[src/rtl/ddr3_test_pkg.sv]
// Shared constants and PRBS helpers for the DDR3 traffic generator/checker.
package ddr3_test_pkg;

  localparam int unsigned LaneW    = 32;
  localparam int unsigned MaxLanes = 8;

  // Feedback taps of x^32 + x^22 + x^2 + x + 1 (Fibonacci form, shift towards MSB).
  localparam int unsigned TapA = 31;
  localparam int unsigned TapB = 21;
  localparam int unsigned TapC = 1;
  localparam int unsigned TapD = 0;

  // Per-lane salts decorrelate the lanes when they all start from the same seed.
  localparam logic [31:0] LANE_SALT [0:MaxLanes-1] = '{
    32'h00000000, 32'h9E3779B9, 32'h3C6EF372, 32'hDAA66D2B,
    32'h78DDE6E4, 32'h1715609D, 32'hB54CDA56, 32'h5384540F
  };

  // Generator / checker FSM encodings.
  localparam logic [0:0] StIdle = 1'b0;
  localparam logic [0:0] StRun  = 1'b1;

  function automatic logic [31:0] lfsr_next(input logic [31:0] s);
    return {s[30:0], s[TapA] ^ s[TapB] ^ s[TapC] ^ s[TapD]};
  endfunction

  // An all-zero LFSR state would lock up, so it is replaced by 1.
  function automatic logic [31:0] lane_seed(input logic [31:0] seed, input int unsigned idx);
    logic [31:0] s;
    s = seed ^ LANE_SALT[idx[2:0]];
    return (s == 32'h0) ? 32'h1 : s;
  endfunction

endpackage

[src/rtl/prbs_word.sv]
// Bank of 32-bit LFSR lanes forming one wide PRBS word; load has priority over step.
module prbs_word
  import ddr3_test_pkg::*;
#(
  parameter int unsigned DATA_W = 256
) (
  input  logic              clk,
  input  logic              reset_n,
  input  logic              load,
  input  logic [31:0]       seed,
  input  logic              step,
  output logic [DATA_W-1:0] word
);

  localparam int unsigned Lanes = DATA_W / LaneW;

  logic [DATA_W-1:0] word_d, word_q;

  // Next lane states: reseed on load, advance every lane on step.
  always_comb begin
    word_d = word_q;
    for (int unsigned i = 0; i < Lanes; i++) begin
      if (load) begin
        word_d[i*LaneW +: LaneW] = lane_seed(seed, i);
      end else if (step) begin
        word_d[i*LaneW +: LaneW] = lfsr_next(word_q[i*LaneW +: LaneW]);
      end
    end
  end

  // Lane registers, cleared by synchronous reset.
  always_ff @(posedge clk) begin
    if (!reset_n) begin
      word_q <= '0;
    end else begin
      word_q <= word_d;
    end
  end

  assign word = word_q;

endmodule

[config.mk]
export PLATFORM = sky130hd
export DESIGN_NAME = prbs_word
export DESIGN_NICKNAME = d
export VERILOG_FILES = /design/src/rtl/ddr3_test_pkg.sv /design/src/rtl/prbs_word.sv
export SDC_FILE = /design/constraint.sdc
export NUM_CORES = 1
export LEC_CHECK = 0
export BUFFER_PORTS_ARGS = -buffer_cell sky130_fd_sc_hd__clkbuf_2
export CORE_ASPECT_RATIO = 0.6
export CORE_MARGIN = 10
export CORE_UTILIZATION = 35
export CTS_CLUSTER_DIAMETER = 50
export DETAILED_ROUTE_END_ITERATION = 7
export PLACE_DENSITY = 0.56
export SKIP_LAST_GASP = 1
export SLEW_MARGIN = 20
export SYNTH_ARGS = -nofsm -noshare
export SYNTH_HDL_FRONTEND = slang
export SYNTH_SLANG_ARGS = --single-unit
[constraint.sdc]
create_clock -name clk -period 1.3 [get_ports clk]
set_input_delay 0.065 -clock clk [delete_from_list [all_inputs] [get_ports clk]]
set_output_delay 0.065 -clock clk [all_outputs]
set_load 0.1 [all_outputs]
[After elaboration in Yosys (flattened, before gate mapping)]
Index checks and enable logic that the tools add are counted.
Word-level totals
  flip-flop bits (word level): 256
  latch bits: 0
  RAM bits: 0
  memory bits (read-only): 0
  input bits: 36
  output and inout port bits: 256
  word-level logic and storage cells: 65
  memories kept: 0
Cells by class
  $add $sub $neg: 0
  multiply operators: 0
  div/mod/pow operators: 0
  magnitude comparators: 0
  eq/ne operators: 0
  shifts and indexed selects: 0
  mux-type cells: 24
  bitwise gates (word level): 31
  reduce and logical (&&, ||, !) cells: 9
Operators with widths (number)
  $mux W32: 24
  $logic_not A32 Y1: 8
  $not A19 Y19: 2
  $xor A1 B1 Y1: 24
  $not A20 Y20: 1
  $not A18 Y18: 1
  $not A17 Y17: 1
  $not A14 Y14: 1
  $not A13 Y13: 1
  $reduce_bool A2 Y1: 1

[Depth between registers and ports, before layout]
Gate-level depths: netlist (run 1).
  depth after elaboration: 5
  gate-level depth with buffers: 6
  gate-level depth less buffers: 4

[Least setup slack after synthesis (run 1)]
Ideal clock, no wire load.
  path kind: register to register
  start point: register word_q[97], in the netlist word[97]
  end point: register word_q[96], in the netlist word[96]
  library setup time: 0.121 ns
  arrival: 1.942 ns
  required time: 1.179 ns
  slack: -0.763 ns
  cell stages (with the launch flop): 5
  buffers on the path: 0
  clock period less this slack: 2.063 ns
  path through: dfxtp_1 -> xnor3_1 -> nor4bb_1 -> a211o_1 -> o31ai_1
On the way
  word-level cells in the longest chain between the ends: 4
Ends and longest elaborated chain
  start: declaration: RTL line prbs_word.sv:17  | logic [DATA_W-1:0] word_d, word_q;
  start signal: assignment: RTL line prbs_word.sv:36  | word_q <= word_d;
  $xor A1 B1 Y1 (2 in a row): RTL line ddr3_test_pkg.sv:24  | return {s[30:0], s[TapA] ^ s[TapB] ^ s[TapC] ^ s[TapD]};
  $mux W32: RTL line prbs_word.sv:25  | end else if (step) begin
  $mux W32: RTL line prbs_word.sv:23  | if (load) begin
Every way passes these cells. The select of a mux whose other input is x is not followed.
A chain may end at the register's enable or synchronous reset.

[Worst setup path after layout (run 1)]
  start point: register word_q[191], in the netlist word[191]
  end point: register word_q[160], in the netlist word[160]
On the way
  word-level cells in the longest chain between the ends: 5
Ends and longest elaborated chain (RTL line)
  $xor A1 B1 Y1 (3 in a row): ddr3_test_pkg.sv:24
  $mux W32: prbs_word.sv:25
  $mux W32: prbs_word.sv:23
Every way passes these cells. The select of a mux whose other input is x is not followed.

==> results.toml, run 1 <==
[hold_path]
worst_hold_path_type = "in -> reg"

[clock_tree]
cts_htree_levels = 1
cts_root_buf = "sky130_fd_sc_hd__clkbuf_16"
tritoncts.num_buffers = 28
cts.sink_count = 256
tritoncts_clock_tree = "built"
clock_tree.buffer_depth = 3
worst_skew_pair.late_latency_ns = 0.56
postCtsHoldBufs = 12
path_clk_slew_ns = 0.06

[power_and_ir_drop]
reg_power_share_pct = 36.0
power.switching_fraction_pct = 38.9
total_power_w = 0.0255
power.share.clock_pct = 31.7
p_leak_nw = 7.50
power_switching_w = 0.00991
power-per-cell-area_nw_per_um2 = 1540
p_int_w = 0.0156
share_comb_of_total_power_pct = 32.4
irDropWorstVdd_uv = 899

[sta]
worst_clock_skew_ns = 0.0153
timing.final.hold_violations = 2
hold_ws_ns = -0.0649
worst_pin_slew_ns = 0.811
post-route-worst-setup-slack_ns = -0.0955
max_slew_margin_pct = 45.4
finalCritPeriodShare_pct = 107
slew_viol_final = 0
grt_setup_unrepaired = "yes"
setup_viol = 5
maxClockFrequency_mhz = 717
period_minus_slack_ns = 1.40

[floorplanning]
initial_utilization_pct = 35.3
placement_rows = 49
core_sq_um = 29800
die_w_microns = 244
die_height_microns = 154
die_area_sq_um = 37600
ios = 292

[run_status]
violations_in_the_final_reports = "negative hold slack, negative setup slack"
outcome = "finished with violations"

[worst_setup_path]
timing.critical_path.arrival_ns = 1.84
cp_slowest_cell = "sky130_fd_sc_hd__xnor3_2"
critical_path.cell_chain = "xnor3_2, nor4bb_1, a211o_1, o21ai_1"
maximum_cell_stage_delay_along_the_critical_path_ns = 0.46
cp-end-kind = "register"
critical_path.n_buffers_inverters = 0
start_kind = "register"
path_delay_family = "XOR/XNOR gates"
critical_path.max_fanout = 2
crit_required_ns = 1.75
worstSetupPathType = "reg -> reg"

[synth]
yosys_register_bits = 256
synth.cell_area_sq_um = 10500
synth_area_leader_cell = "sky130_fd_sc_hd__dfxtp_1"
ys_async_sr_fraction_pct = 0
sequential_cell_area_fraction_in_the_yosys_report_pct = 48.7
most_area_consuming_cells_after_synthesis = "sky130_fd_sc_hd__dfxtp_1 (49%), sky130_fd_sc_hd__mux2i_1 (24%), sky130_fd_sc_hd__a21boi_0 (8.0%)"
synth_top_flop_cell = "sky130_fd_sc_hd__dfxtp_1"
postSynthNetCount = 1023
synth_edf_count = 0
ys_types = 47
ys.warnings.count = 0
synthDominantCellAreaShare_pct = 48.7
syn-instance-count = 987
synthesized_area_per_cell_sq_um = 10.7

[grt]
number_of_antenna_violations_at_the_first_check_in_global_routing = 0
largest_net_degree_at_the_start_of_global_routing = 54
grt_pass1_vias = 9399
grt.total_usage_pct = 21.9
grt_first_pass_wirelength_mm = 63.2
overflow = 0

[routing]
wirelength_mm = 43.0
count_of_vias_placed_by_the_detailed_router = 9516
detail_route.wl_per_cell_microns = 23.3
total_iterations_of_the_first_detailed_routing_run = 5
ant_nets = 0
drt_iter0_drc = 565
avgViaCountPerCell = 5.16
post-route-drc-count = 0

[placement]
gp_routability_congestion = 0.907
placed_cells = 1775
dp_hpwl_mm = 33.6
place.port_buffers = 291

[cells_and_area]
n_fill_cell = 2685
final_common_cell = "sky130_fd_sc_hd__buf_4"
drive_gt1_share_pct = 53.7
max_ffs_per_register = 256
layout.nets = 1449
area_delta_synth_final_pct = 57.2
layoutNonFillerInstCount = 1844
mostFrequentLayoutCells = "sky130_fd_sc_hd__buf_4 (273), sky130_fd_sc_hd__mux2i_1 (248), sky130_fd_sc_hd__dfxtp_2 (233)"

[flow_run]
timing.max_cap.violations = 0
==> cells by family after synthesis <==
logic type	count (synthesis)	synth area share [%]
compound gates	325	18.9
xor+xnor	12	1.81
buf+inv	74	3.00
flops	256	48.7
mux	248	23.6
simple gates	72	3.97
==> path summary, 6_finish.rpt <==
| kind | startpoint | endpoint | slack, ns | cells past startpoint |
|---|---|---|---|---|
| worst min register to register | word[26] | word[26] | 0.54 | 2 |
| worst max register to register | word[191] | word[160] | -0.1 | 4 |
| worst min-delay path | seed[27] | word[160] | -0.06 | 4 |
| worst max-delay path | word[191] | word[160] | -0.1 | 4 |
==> power groups by stage <==
stage	registers (W)	clock network (W)	logic [W]
2_1_floorplan	0.0134	0	0.00141
3_3_place_gp	0.00929	0	0.00776
3_5_place_dp	0.00929	0	0.00778
4_1_cts	0.00917	0.00826	0.00818
5_1_grt	0.00926	0.00857	0.00852
6_report	0.00918	0.00808	0.00826
==> per-layer routing <==
| metal | wire [microns] | track usage, % | vias up |
|---|---|---|---|
| met1 | 21500 | 32.4 | 4680 |
| met2 | 17600 | 30.6 | 296 |
| met5 | 0 | 0 | - |
| met4 | 503 | 3.24 | 0 |
| li1 | - | - | 4505 |
| met3 | 3480 | 6.76 | 35 |
==> metrics by stage <==
stage          worst slack [ns]  TNS [ns]  util [%]  instance area, sq um  hold slack [ns]
6_report                -0.0955    -0.257      55.5                 16500          -0.0649
2_1_floorplan            -0.229     -1.17         -                 10900            0.204
3_3_place_gp             -0.400     -4.83      48.9                 14600            0.436
3_5_place_dp             -0.379     -5.05      48.9                 14600            0.432
4_1_cts                 -0.0857    -0.274      55.0                 16400          -0.0794
5_1_grt                  -0.133    -0.552      55.4                 16500          -0.0581
==> cells in the mapped netlist (5+ instances only) <==
| cell type | n |
|---|---|
| sky130_fd_sc_hd__clkbuf_1 | 39 |
| sky130_fd_sc_hd__o31ai_1 | 6 |
| sky130_fd_sc_hd__buf_2 | 30 |
| sky130_fd_sc_hd__o21ai_0 | 31 |
| sky130_fd_sc_hd__dfxtp_1 | 256 |
| sky130_fd_sc_hd__nor2_1 | 9 |
| sky130_fd_sc_hd__nand3_1 | 6 |
| sky130_fd_sc_hd__a21boi_0 | 112 |
| sky130_fd_sc_hd__nand2_1 | 18 |
| sky130_fd_sc_hd__a21oi_1 | 158 |
| sky130_fd_sc_hd__nand4_1 | 5 |
| sky130_fd_sc_hd__mux2i_1 | 248 |
==> layout make-up <==
class                           count  area [sq um]  share of cell area (%)
Antenna cell                        3          7.51                  0.0454
Clock buffer                       40           817                    4.94
Clock inverter                     10           109                   0.659
Inverter                            2          12.5                  0.0757
Multi-Input combinational cell    657          5130                    31.0
Sequential cell                   256          5500                    33.3
Tap cell                          408           510                    3.09
Timing Repair Buffer              468          4440                    26.9
==> what timing repair did <==
item | CTS | global route
gates resized for setup | 187 | 38
setup endpoints to repair | 113 | 42
buffers inserted | 2 | 2
pin swaps | 0 | 4
endpoints found under the hold margin | 9 | 1
==> tightest hold or removal path, stage by stage <==
cell,delay [ns]
sky130_fd_sc_hd__clkbuf_2,0.09
sky130_fd_sc_hd__or4_4,0.14
sky130_fd_sc_hd__or4_1,0.11
sky130_fd_sc_hd__o21ai_1,0.05
No activity file was read; power rests on OpenSTA's default activity.
==> run 2: changes to the inputs <==
--- a/config.mk
+++ b/config.mk
@@ -13,2 +13,3 @@
 export DETAILED_ROUTE_END_ITERATION = 7
+export GPL_TIMING_DRIVEN = 0
 export PLACE_DENSITY = 0.56
==> constraint.sdc (replaced) <==
create_clock -name clk -period 1.3 [get_ports clk]
set_input_delay 0.26 -clock clk [delete_from_list [all_inputs] [get_ports clk]]
set_output_delay 0.26 -clock clk [all_outputs]
set_load 0.1 [all_outputs]
==> run 2 against run 1 <==
- maximum frequency is 5.2% lower
- via count grew 14%
- register-to-register slack worse by 0.08 ns
- largest cell class is now non-clock buffers
- count of clock-buffer cells in the layout fell by 2
- critical path type unchanged
- final cell count is 8.4% higher
- the run ends with negative setup slack left
- power up 7.7%
- routed wire length rose by 32%
==> results.toml, run 2 (same netlist as run 1, synthesis figures left out) <==
[floorplanning]
initial_utilization_pct = 35.3
core_sq_um = 29800
die_w_microns = 244
placement_rows = 49
die_height_microns = 154
die_area_sq_um = 37600
ios = 292

[cells_and_area]
multi_input_area_sq_um = 5250
mostFrequentLayoutCells = "sky130_fd_sc_hd__clkbuf_16 (283), sky130_fd_sc_hd__buf_4 (272), sky130_fd_sc_hd__mux2i_1 (247)"
max_ffs_per_register = 256
area_delta_synth_final_pct = 102
drive_gt1_share_pct = 60.0
layout.cell_area.non_filler_sq_um = 21300
final_common_cell = "sky130_fd_sc_hd__clkbuf_16"
n_fill_cell = 1981
layout.nets = 1603
sequential_cell_area_sq_um = 5700

[sta]
setup_viol = 263
maxClockFrequency_mhz = 680
grt_setup_unrepaired = "yes"
post-route-worst-setup-slack_ns = -0.172
hold_ws_ns = 0.0545
worst_pin_slew_ns = 0.855
period_minus_slack_ns = 1.47
finalCritPeriodShare_pct = 113
max_slew_margin_pct = 42.5
slew_viol_final = 0
timing.final.hold_violations = 0
worst_clock_skew_ns = 0.0167

[clock_tree]
clock_tree.buffer_depth = 3
cts_htree_levels = 1
tritoncts_clock_tree = "built"
worst_skew_pair.late_latency_ns = 0.56
cts.sink_count = 256
cts_root_buf = "sky130_fd_sc_hd__clkbuf_16"
path_clk_slew_ns = 0.06
tritoncts.num_buffers = 26

[grt]
grt_first_pass_wirelength_mm = 80.2
largest_net_degree_at_the_start_of_global_routing = 16
number_of_antenna_violations_at_the_first_check_in_global_routing = 7
grt.total_usage_pct = 28.5
grt_pass1_vias = 11244
overflow = 0

[power_and_ir_drop]
power.share.clock_pct = 27.5
p_leak_nw = 9.58
p_int_w = 0.0169
power_switching_w = 0.0106
power-per-cell-area_nw_per_um2 = 1290
power.switching_fraction_pct = 38.6
share_comb_of_total_power_pct = 39.0
reg_power_share_pct = 33.5
irDropWorstVdd_uv = 957

[worst_setup_path]
worstSetupPathType = "reg -> reg"
start_kind = "register"
cp-end-kind = "register"
crit_required_ns = 1.73
critical_path.max_fanout = 3
timing.critical_path.arrival_ns = 1.90

[routing]
total_iterations_of_the_first_detailed_routing_run = 5
post-route-drc-count = 0
wirelength_mm = 56.7
detail_route.wl_per_cell_microns = 28.4
ant_nets = 0
drt_iter0_drc = 710
count_of_vias_placed_by_the_detailed_router = 10895
avgViaCountPerCell = 5.45

[flow_run]
timing.max_cap.violations = 0

[placement]
gp_routability_congestion = 0.927
dp_hpwl_mm = 37.8
place.port_buffers = 289
placement.cell_area_sq_um = 13000

[run_status]
outcome = "finished with violations"
violations_in_the_final_reports = "negative setup slack"

[hold_path]
worst_hold_path_type = "in -> reg"
## run 2: changes by cell type in the layout (fill, tap and decap cells not counted), sizes merged
cell         before  now
inv               4    3
clkbuf          122  364
buf             374  298
bufinv            2    0
dlygate4sd3      12    0
clkinv            6    7
clkinvlp          0    1
diode             3    4
## run 2: area by class of cell
class	instances	share of cell area [%]
antenna	4	0.0471
buffer	72	1.84
clock buffer	38	3.70
clock inverter	9	0.271
inverter	2	0.0353
multi-input combinational	657	24.7
sequential	256	26.8
tap	408	2.40
timing repair buffer	552	40.2
## run 2: power by group through the flow
stage	clock network, W	logic, W	registers (W)
2_1_floorplan	0	0.00143	0.0134
3_3_place_gp	0	0.00716	0.00929
3_5_place_dp	0	0.00720	0.00931
4_1_cts	0.00757	0.0103	0.00917
5_1_grt	0.00796	0.0109	0.00925
6_report	0.00757	0.0107	0.00920
## run 2: path summary, 6_finish.rpt
kind                            startpoint        end  slack [ns]  depth (start not counted)
worst min-delay path              seed[12]  word[224]        0.05                          3
worst min register to register   word[246]  word[246]        0.57                          2
worst max register to register   word[161]  word[160]       -0.17                          4
worst max-delay path             word[161]  word[160]       -0.17                          4
## run 2: routing by layer
| layer | global-route usage, % | up-vias | routed length, microns |
|---|---|---|---|
| met2 | 45.8 | 501 | 25600 |
| li1 | - | 4798 | - |
| met1 | 35.7 | 5487 | 24200 |
| met3 | 9.98 | 109 | 5100 |
| met5 | 0 | - | 0 |
| met4 | 7.69 | 0 | 1740 |
## run 2: through the flow
stage          TNS [ns]  instances  worst slack, ns  util [%]  total power (W)
3_5_place_dp    -175.66       1693           -0.975      43.6           0.0165
2_1_floorplan     -1.17        987           -0.229         -           0.0149
3_3_place_gp    -218.84       1684            -1.41      43.4           0.0164
5_1_grt          -24.79       1997           -0.191      71.4           0.0282
6_report         -18.58       1998           -0.172      71.4           0.0275
4_1_cts          -19.94       1965           -0.223      70.1           0.0271
## run 2: worst max-delay path, stage by stage (launching register included)
cell and delay, ns:
sky130_fd_sc_hd__dfxtp_4 0.36, sky130_fd_sc_hd__xnor3_2 0.48, sky130_fd_sc_hd__nor4bb_1 0.30, sky130_fd_sc_hd__a211o_1 0.15, sky130_fd_sc_hd__o21ai_1 0.06
## run 2: what timing repair did
| item | in CTS | in global routing |
|---|---|---|
| pin swaps | 4 | 4 |
| setup buffers | 225 | 29 |
| cloned | 0 | 0 |
| hold buffers | 0 | 0 |
| gates resized for setup | 864 | 64 |
| endpoints found under the setup margin | 472 | 461 |
==> run 3: changes to the inputs <==
- ABC_AREA: not set -> 0
- ABC_CLOCK_PERIOD_IN_PS: not set -> 1300
- RECOVER_POWER: not set -> 100
==> run 3 against run 2 <==
- the run still ends with negative setup slack left
- flip-flop and latch count is the same
- clock skew shrank 0.0025 ns
- count of clock-buffer cells in the layout unchanged
- final area hardly changed
- power about the same
- first-iteration DRC count rose by 2.4%
- critical path depth unchanged
- setup slack improved by 0.0017 ns
- via count fell by 0.84%
- register-to-register slack hardly changed
- non-clock buffer count unchanged
- largest cell class unchanged
==> results.toml, run 3 (same netlist as run 1, synthesis figures left out) <==
[run_status]
outcome = "finished with violations"
violations_in_the_final_reports = "negative setup slack"

[sta]
finalCritPeriodShare_pct = 113
finalSetupTns_ns = -18.45
hold_ws_ns = 0.0550
grt_setup_unrepaired = "yes"
max_slew_margin_pct = 41.5
worst_pin_slew_ns = 0.870
period_minus_slack_ns = 1.47
post-route-worst-setup-slack_ns = -0.170
maxClockFrequency_mhz = 680
setup_viol = 268
timing.final.hold_violations = 0
worst_clock_skew_ns = 0.0142
slew_viol_final = 0

[power_and_ir_drop]
power-per-cell-area_nw_per_um2 = 1290
p_leak_nw = 9.57
total_power_w = 0.0275
irDropWorstVdd_uv = 962

[routing]
dr.max_layer_used = "met4"
wire_length_the_detailed_router_placed_on_met1_mm = 23.8
routed-wl-met3_mm = 5.50
wirelength_mm = 56.6
ant_nets = 0
post-route-drc-count = 0
count_of_vias_placed_by_the_detailed_router = 10804
detail_route.wl_per_cell_microns = 28.4
drt_iter0_drc = 727
total_iterations_of_the_first_detailed_routing_run = 5
met2_length_mm = 25.8
avgViaCountPerCell = 5.41

[clock_tree]
cts.sink_count = 256
worst_skew_pair.late_latency_ns = 0.55
path_clk_slew_ns = 0.06
tritoncts.num_buffers = 26
cts_root_buf = "sky130_fd_sc_hd__clkbuf_16"
cts_htree_levels = 1
tritoncts_clock_tree = "built"
clock_tree.buffer_depth = 3

[worst_setup_path]
cp-end-kind = "register"
timing.critical_path.arrival_ns = 1.90
critical_path.max_fanout = 3
crit_start = "word[161]"
reg2reg_from = "word[161]"
worstSetupPathType = "reg -> reg"
start_kind = "register"
crit_required_ns = 1.73

[hold_path]
worst_hold_path_type = "in -> reg"
worstHoldStart = "seed[12]"

[placement]
placement.cell_area_sq_um = 13000
place.port_buffers = 289
dp_hpwl_mm = 37.8
gp_routability_congestion = 0.927
placed_cells = 1693

[floorplanning]
placement_rows = 49
die_w_microns = 244
die_area_sq_um = 37600
initial_utilization_pct = 35.3
die_height_microns = 154
ios = 292
core_sq_um = 29800

[cells_and_area]
drive_gt1_share_pct = 59.8
layoutNonFillerInstCount = 1997
layout.nets = 1603
layout.cell_area.non_filler_sq_um = 21300
n_fill_cell = 1983
final_common_cell = "sky130_fd_sc_hd__clkbuf_16"
mostFrequentLayoutCells = "sky130_fd_sc_hd__clkbuf_16 (283), sky130_fd_sc_hd__buf_4 (271), sky130_fd_sc_hd__mux2i_1 (247)"
max_ffs_per_register = 256
area_delta_synth_final_pct = 102

[grt]
grt_first_pass_wirelength_mm = 80.2
grt.total_usage_pct = 28.5
grt_pass1_vias = 11244
number_of_antenna_violations_at_the_first_check_in_global_routing = 7
largest_net_degree_at_the_start_of_global_routing = 16
overflow = 0

[flow_run]
timing.max_cap.violations = 0
run 3: cell types whose count changed in the layout (fill, tap and decap cells not counted), sizes merged:
cell and delta:
diode -1, buf -6, clkbuf +6
run 3: per-stage QoR:
stage	setup slack, ns	util [%]
finish	-0.170	71.3
global route	-0.191	71.3
CTS	-0.223	70.1
detailed placement	-0.975	43.6
global placement	-1.41	43.4
floorplan	-0.229	-
run 3: layer usage:
metal	GRT usage, %	vias up
met2	45.8	502
met3	9.98	95
met5	0	-
met4	7.69	0
li1	-	4796
met1	35.7	5411
run 3: final cells by class:
cell class	instances	area [sq um]	area share, %
Tap cell	408	510	2.40
Timing Repair Buffer	552	8560	40.2
Multi-Input combinational cell	657	5250	24.7
Antenna cell	3	7.51	0.0353
Clock inverter	9	57.6	0.271
Sequential cell	256	5690	26.8
Inverter	2	7.51	0.0353
Clock buffer	38	787	3.70
Buffer	72	389	1.83
run 3: path summary, 6_finish.rpt:
check	slack, ns	to	cells past startpoint
max reg2reg	-0.17	word[160]	4
min reg2reg	0.57	word[246]	2
max	-0.17	word[160]	4
min	0.05	word[224]	3
run 3: repair_timing:
item / 4_1_cts / 5_1_grt
hold buffers: 0 / 0
setup endpoints to repair: 472 / 461
resized for setup: 864 / 64
pin swaps: 4 / 4
buffers inserted: 225 / 29
run 3: power breakdown:
| part | internal (W) | leakage (nW) | switching, W |
|---|---|---|---|
| Combinational | 0.00415 | 6.92 | 0.00654 |
| Clock | 0.00421 | 0.422 | 0.00335 |
| Sequential | 0.00850 | 2.23 | 0.000703 |
| Total | 0.0169 | 9.57 | 0.0106 |
run 3: worst max-delay path, cell delays in order (launching register included):
cell and delay (ns):
sky130_fd_sc_hd__dfxtp_4 0.36, sky130_fd_sc_hd__xnor3_2 0.48, sky130_fd_sc_hd__nor4bb_1 0.30, sky130_fd_sc_hd__a211o_1 0.15
sky130_fd_sc_hd__o21ai_1 0.06
